File: config.mk
export PLATFORM = sky130hd
export DESIGN_NAME = lt_sequencer
export DESIGN_NICKNAME = d
export VERILOG_FILES = /design/src/rtl/lt_sequencer_pkg.sv /design/src/rtl/lt_sensor_sync.sv /design/src/rtl/lt_sequencer.sv
export SDC_FILE = /design/constraint.sdc
export NUM_CORES = 1
export LEC_CHECK = 0
export CORE_UTILIZATION = 51
export CTS_CLUSTER_DIAMETER = 100
export CTS_CLUSTER_SIZE = 10
export DETAILED_ROUTE_END_ITERATION = 8
export MAX_ROUTING_LAYER = met4
export PLACE_DENSITY = 0.73
export SLEW_MARGIN = 20
export SYNTH_ARGS = -nofsm -noshare
export SYNTH_HDL_FRONTEND = slang
export SYNTH_HIERARCHICAL = 1
export SYNTH_SLANG_ARGS = --single-unit
File: constraint.sdc
create_clock -name clk27 -period 2.54 [get_ports clk27]
set_clock_uncertainty 0.05 [all_clocks]
set_input_delay 0.508 -clock clk27 [delete_from_list [all_inputs] [get_ports clk27]]
set_output_delay 0.508 -clock clk27 [all_outputs]
set_load 0.05 [all_outputs]
File: src/rtl/lt_sequencer_pkg.sv
// Shared definitions for the latency-test sequencer: stimulus position codes,
// error codes and FSM state encoding.
package lt_sequencer_pkg;

    localparam logic [1:0] LT_POS_CENTER    = 2'd0;
    localparam logic [1:0] LT_POS_TOP_LEFT  = 2'd1;
    localparam logic [1:0] LT_POS_TOP_RIGHT = 2'd2;
    localparam logic [1:0] LT_POS_BOTTOM    = 2'd3;

    localparam logic [1:0] LT_ERR_OK      = 2'd0;
    localparam logic [1:0] LT_ERR_SENSOR  = 2'd1;
    localparam logic [1:0] LT_ERR_TIMEOUT = 2'd2;

    typedef enum logic [1:0] {
        StIdle,
        StWaitFrame,
        StMeasure,
        StCooldown
    } lt_state_e;

endpackage

File: src/rtl/lt_sensor_sync.sv
// Photodiode input conditioning: 2-FF synchronizer followed by a saturating
// run-length counter that qualifies a stable high level.
module lt_sensor_sync #(
    parameter int unsigned SENSOR_STABLE = 16
) (
    input  logic clk_i,
    input  logic rst_ni,
    input  logic sensor_i,
    output logic level_o,
    output logic sens_ok_o
);

    localparam int unsigned CW = $clog2(SENSOR_STABLE + 1);
    localparam logic [CW-1:0] CntMax = CW'(SENSOR_STABLE - 1);

    logic [1:0]    sync_q;
    logic [CW-1:0] cnt_q, cnt_d;

    always_ff @(posedge clk_i or negedge rst_ni) begin
        if (!rst_ni) begin
            sync_q <= '0;
            cnt_q  <= '0;
        end else begin
            sync_q <= {sync_q[0], sensor_i};
            cnt_q  <= cnt_d;
        end
    end

    // cnt_q holds the number of preceding consecutive highs, so the current
    // sample is the SENSOR_STABLE-th one when cnt_q reaches CntMax.
    always_comb begin
        cnt_d = cnt_q;
        if (!sync_q[1]) begin
            cnt_d = '0;
        end else if (cnt_q != CntMax) begin
            cnt_d = cnt_q + 1'b1;
        end
    end

    assign level_o   = sync_q[1];
    assign sens_ok_o = sync_q[1] && (cnt_q == CntMax);

endmodule

File: src/rtl/lt_sequencer.sv
// Latency-test sequencer: on a host trigger, arms the stimulus at the next
// frame boundary and times the photodiode response in microseconds.
module lt_sequencer
    import lt_sequencer_pkg::*;
#(
    parameter int unsigned CLKS_PER_US     = 27,
    parameter int unsigned SENSOR_STABLE   = 16,
    parameter logic [15:0] TIMEOUT_US      = 16'd50000,
    parameter int unsigned COOLDOWN_FRAMES = 4
) (
    input  logic        clk27,
    input  logic        reset_n,
    input  logic        lt_trigger,
    input  logic [1:0]  lt_mode_cfg,
    input  logic        vsync_in,
    input  logic        sensor_in,
    output logic        lt_active,
    output logic [1:0]  lt_mode,
    output logic        lt_busy,
    output logic        lt_done,
    output logic [15:0] lt_result,
    output logic [1:0]  lt_error
);

    localparam int unsigned PW = (CLKS_PER_US > 1) ? $clog2(CLKS_PER_US) : 1;
    localparam int unsigned FW = $clog2(COOLDOWN_FRAMES + 1);
    localparam logic [PW-1:0] PrescMax = PW'(CLKS_PER_US - 1);
    localparam logic [FW-1:0] FrmMax   = FW'(COOLDOWN_FRAMES);

    lt_state_e     state_q, state_d;
    logic          vsync_q;
    logic          active_q, active_d;
    logic [1:0]    mode_q, mode_d;
    logic          busy_q, busy_d;
    logic          done_q, done_d;
    logic [15:0]   result_q, result_d;
    logic [1:0]    error_q, error_d;
    logic [PW-1:0] presc_q, presc_d;
    logic [15:0]   us_q, us_d;
    logic [FW-1:0] frm_q, frm_d;

    logic sens_level;
    logic sens_ok;
    logic vsync_fall;

    lt_sensor_sync #(
        .SENSOR_STABLE (SENSOR_STABLE)
    ) u_sensor_sync (
        .clk_i     (clk27),
        .rst_ni    (reset_n),
        .sensor_i  (sensor_in),
        .level_o   (sens_level),
        .sens_ok_o (sens_ok)
    );

    assign vsync_fall = vsync_q && !vsync_in;

    always_ff @(posedge clk27 or negedge reset_n) begin
        if (!reset_n) begin
            state_q  <= StIdle;
            vsync_q  <= 1'b0;
            active_q <= 1'b0;
            mode_q   <= '0;
            busy_q   <= 1'b0;
            done_q   <= 1'b0;
            result_q <= '0;
            error_q  <= LT_ERR_OK;
            presc_q  <= '0;
            us_q     <= '0;
            frm_q    <= '0;
        end else begin
            state_q  <= state_d;
            vsync_q  <= vsync_in;
            active_q <= active_d;
            mode_q   <= mode_d;
            busy_q   <= busy_d;
            done_q   <= done_d;
            result_q <= result_d;
            error_q  <= error_d;
            presc_q  <= presc_d;
            us_q     <= us_d;
            frm_q    <= frm_d;
        end
    end

    always_comb begin
        state_d  = state_q;
        active_d = active_q;
        mode_d   = mode_q;
        busy_d   = busy_q;
        done_d   = 1'b0;
        result_d = result_q;
        error_d  = error_q;
        presc_d  = presc_q;
        us_d     = us_q;
        frm_d    = frm_q;

        unique case (state_q)
            StIdle: begin
                if (lt_trigger) begin
                    if (sens_level) begin
                        error_d  = LT_ERR_SENSOR;
                        result_d = '0;
                        done_d   = 1'b1;
                    end else begin
                        mode_d  = lt_mode_cfg;
                        busy_d  = 1'b1;
                        error_d = LT_ERR_OK;
                        state_d = StWaitFrame;
                    end
                end
            end
            StWaitFrame: begin
                if (vsync_fall) begin
                    active_d = 1'b1;
                    presc_d  = '0;
                    us_d     = '0;
                    state_d  = StMeasure;
                end
            end
            StMeasure: begin
                if (presc_q == PrescMax) begin
                    presc_d = '0;
                    if (us_q != 16'hFFFF) begin
                        us_d = us_q + 16'd1;
                    end
                end else begin
                    presc_d = presc_q + 1'b1;
                end
                // A detection in the timeout cycle still reports a valid latency.
                if (sens_ok) begin
                    result_d = us_q;
                    error_d  = LT_ERR_OK;
                    done_d   = 1'b1;
                    active_d = 1'b0;
                    frm_d    = '0;
                    state_d  = StCooldown;
                end else if (us_q >= TIMEOUT_US) begin
                    result_d = 16'hFFFF;
                    error_d  = LT_ERR_TIMEOUT;
                    done_d   = 1'b1;
                    active_d = 1'b0;
                    frm_d    = '0;
                    state_d  = StCooldown;
                end
            end
            StCooldown: begin
                if (frm_q == FrmMax) begin
                    frm_d   = '0;
                    busy_d  = 1'b0;
                    state_d = StIdle;
                end else if (sens_level) begin
                    frm_d = '0;
                end else if (vsync_fall) begin
                    frm_d = frm_q + 1'b1;
                end
            end
            default: state_d = StIdle;
        endcase
    end

    assign lt_active = active_q;
    assign lt_mode   = mode_q;
    assign lt_busy   = busy_q;
    assign lt_done   = done_q;
    assign lt_result = result_q;
    assign lt_error  = error_q;

endmodule

==> results.toml <==
[outcome]
outcome = "completed"

[routing]
drtAntennaViolNets = 0
vias = 2344
drt_drc_violations_left = 0
wl_per_cell_microns = 13.9
drt-pass1-iter-count = 4
via_per_inst = 5.52
drtIter0Drc = 124
wl_microns = 5900

[global_route]
grt_pass1_wl_microns = 10400
grt_pass1_vias = 2302
grt_use_total = 0.230
grt.overflow.total = 0
grt_max_degree = 34
antenna_found_initial = 0

[sta]
period_minus_slack_ns = 2.44
finalHoldViolCount = 0
fmax_mhz = 410
tightest_slew_ns = 0.632
rsz0062_at_grt = "no"
final_max_slew_viol_count = 0
finalSetupTns_ns = 0
max_slew_margin = 0.575
setup_viol = 0
period_share = 0.961

[synth]
syn_area_per_cell_sq_um = 9.73
netlist_area_sq_um = 2970
synth_top_area_frac = 0.481
yosysMostFrequentCell = "dfrtp_1"
synth.area.top_cells = "dfrtp_1, o21ai_0, ha_1"
synth-main-ff-cell = "dfrtp_1"
synth_seq_cells = 57
synthTopCellsByCount = "dfrtp_1, o21ai_0, nand2_1, nor2_1, inv_1"
yosysUniqueCellTypes = 51
synth_edf_count = 0
yosysWarnings = 6
yosysSeqAreaShare = 0.481
yosysTopAreaCell = "dfrtp_1"
async_flop_share = 1.00
syn-num-nets = 324
synthCells = 305

[final_layout]
final_area_sq_um = 3670
fillCellCount = 450
area_delta_synth_final_pct = 23.8
regArea_sq_um = 1430
antenna_cells = 0
fin_nets = 367
drive_gt1_frac = 0.139
multiInputGateArea_sq_um = 1440

[floorplanning]
chipHeight_microns = 78.3
core-area_sq_um = 5570
dieArea_sq_um = 6130
num_io_pins = 30
initial_core_util = 0.532
die_width_microns = 78.3
rows = 27

[power]
ir_worst_vdd_uv = 685
leakage_uw = 0.00162
powerDensity_nw_per_um2 = 1110

[clocking]
clkSlewWorstSetupHoldPaths_ns = 0.06
htreeDepth = 3
clk_path_buf_depth = 2
cts-root-buf = "clkbuf_8"
cts_sinks = 57
hold_buffers = 0
cts_tree = "built"
clk_latency_ns = 0.34
cts_buffers = 9

[critical_path]
reg2reg_to = "frm_q[0]$_DFFE_PN0P_"
rrSetupSlack_ns = 0.10
end_kind = "flip-flop"
crit_type = "reg2reg"
crit_path_start_kind = "flip-flop"
regToRegStartpoint = "u_sensor_sync/cnt_q[1]$_DFFE_PN0P_"
crit_path_start = "u_sensor_sync/cnt_q[1]$_DFFE_PN0P_"
endpoint = "frm_q[0]$_DFFE_PN0P_"
critPathRequiredTime_ns = 2.72
arrival_ns = 2.61
critPathMaxFanout = 6
r2r_cells = 10

[place]
place_area_sq_um = 3390
gp_congestion = 0.894
post-dp-hpwl_microns = 4250
numPortBuffers = 29

[flow_run]
maxCapViolations = 0

[worst_hold_path]
min_path_type = "in2async"
==> area by class of cell <==
cell class / count / share of cell area
sequential: 57 / 0.388
timing repair buffer: 42 / 0.111
tap: 72 / 0.0245
clock buffer: 10 / 0.0375
clock inverter: 6 / 0.0286
multi-input combinational: 221 / 0.393
inverter: 17 / 0.0174
==> critical path: stages (launching register included) <==
cell and delay [ns]:
dfrtp_1 0.41, ha_2 0.20, and3_1 0.16, ha_2 0.18, and2_4 0.14, or2b_1 0.16
o21bai_4 0.15, nor2_2 0.06, buf_4 0.17, or3_4 0.38, mux2_2 0.27
==> flip-flops by register name (all words and copies together) (netlist names) <==
name / count
lt_busy: 1
lt_mode: 2
u_sensor_sync/cnt_q: 5
lt_active: 1
lt_error: 2
u_sensor_sync/sync_q: 2
vsync_q: 1
presc_q: 5
lt_result: 16
lt_done: 1
state_q: 2
us_q: 16
frm_q: 3
==> power breakdown <==
| group | leakage, uW | internal [uW] | switching [uW] |
|---|---|---|---|
| sequential | 0.000752 | 1110 | 149 |
| clock | 0.000126 | 673 | 364 |
| combinational | 0.000739 | 674 | 1120 |
==> repair_timing <==
item,in CTS,in global routing
hold endpoints to repair,0,0
endpoints found under the setup margin,0,2
setup buffers,0,2
resized for setup,0,6
==> per-layer routing <==
layer	up-vias	global-route usage	wire, microns
li1	1165	-	-
met5	-	-	0
met3	12	0.0523	240
met1	1110	0.286	2810
met4	0	0.120	110
met2	57	0.351	2740
==> cells by family after synthesis <==
family,after synthesis,share of synthesized area
AOI/OAI and AO/OA,75,0.154
muxes,6,0.0219
and+or+nand+nor,114,0.210
DFF,57,0.481
adders and majority gates,12,0.0506
xor gates and xnor gates,14,0.0413
buffers and inverters,27,0.0422
==> stage by stage <==
stage,util,setup slack (ns),power [uW],instances,hold slack (ns)
after CTS,0.652,0.0613,4080,423,0.114
after floorplan,-,0.00544,2470,305,0.162
after detailed placement,0.609,0.0809,3040,407,0.307
final,0.659,0.100,4090,425,0.109
after global routing,0.659,0.00942,4360,425,0.148
after global placement,0.609,0.172,2990,407,0.287
==> cell usage in the layout, fill, tap and decap left out, drive strengths merged, types with 3 or more instances in the layout <==
| master | n |
|---|---|
| a211oi | 3 |
| a21oi | 7 |
| and2 | 5 |
| buf | 14 |
| bufinv | 3 |
| clkbuf | 10 |
| clkdlybuf4s50 | 28 |
| clkinv | 3 |
| dfrtp | 57 |
| ha | 12 |
| inv | 17 |
| mux2 | 4 |
| nand2 | 37 |
| nand2b | 3 |
| nand3 | 9 |
| nand4 | 4 |
| nand4b | 4 |
| nor2 | 20 |
| nor2b | 4 |
| nor3 | 6 |
| nor4 | 5 |
| o21ai | 50 |
| o31ai | 4 |
| or3 | 4 |
| xnor2 | 12 |
==> worst min-delay path by stage <==
stage	endpoint	cells past startpoint	slack, ns	start
after floorplan	frm_q[0]$_DFFE_PN0P_	0	0.16	reset_n
after global placement	u_sensor_sync/sync_q[1]$_DFF_PN0_	0	0.29	u_sensor_sync/sync_q[0]$_DFF_PN0_
after detailed placement	u_sensor_sync/sync_q[1]$_DFF_PN0_	0	0.31	u_sensor_sync/sync_q[0]$_DFF_PN0_
after CTS	frm_q[2]$_DFFE_PN0P_	1	0.11	reset_n
after global routing	frm_q[2]$_DFFE_PN0P_	1	0.15	reset_n
final	lt_mode[1]$_DFFE_PN0P_	1	0.11	reset_n
Note: power is estimated with default switching activity, not from simulation.
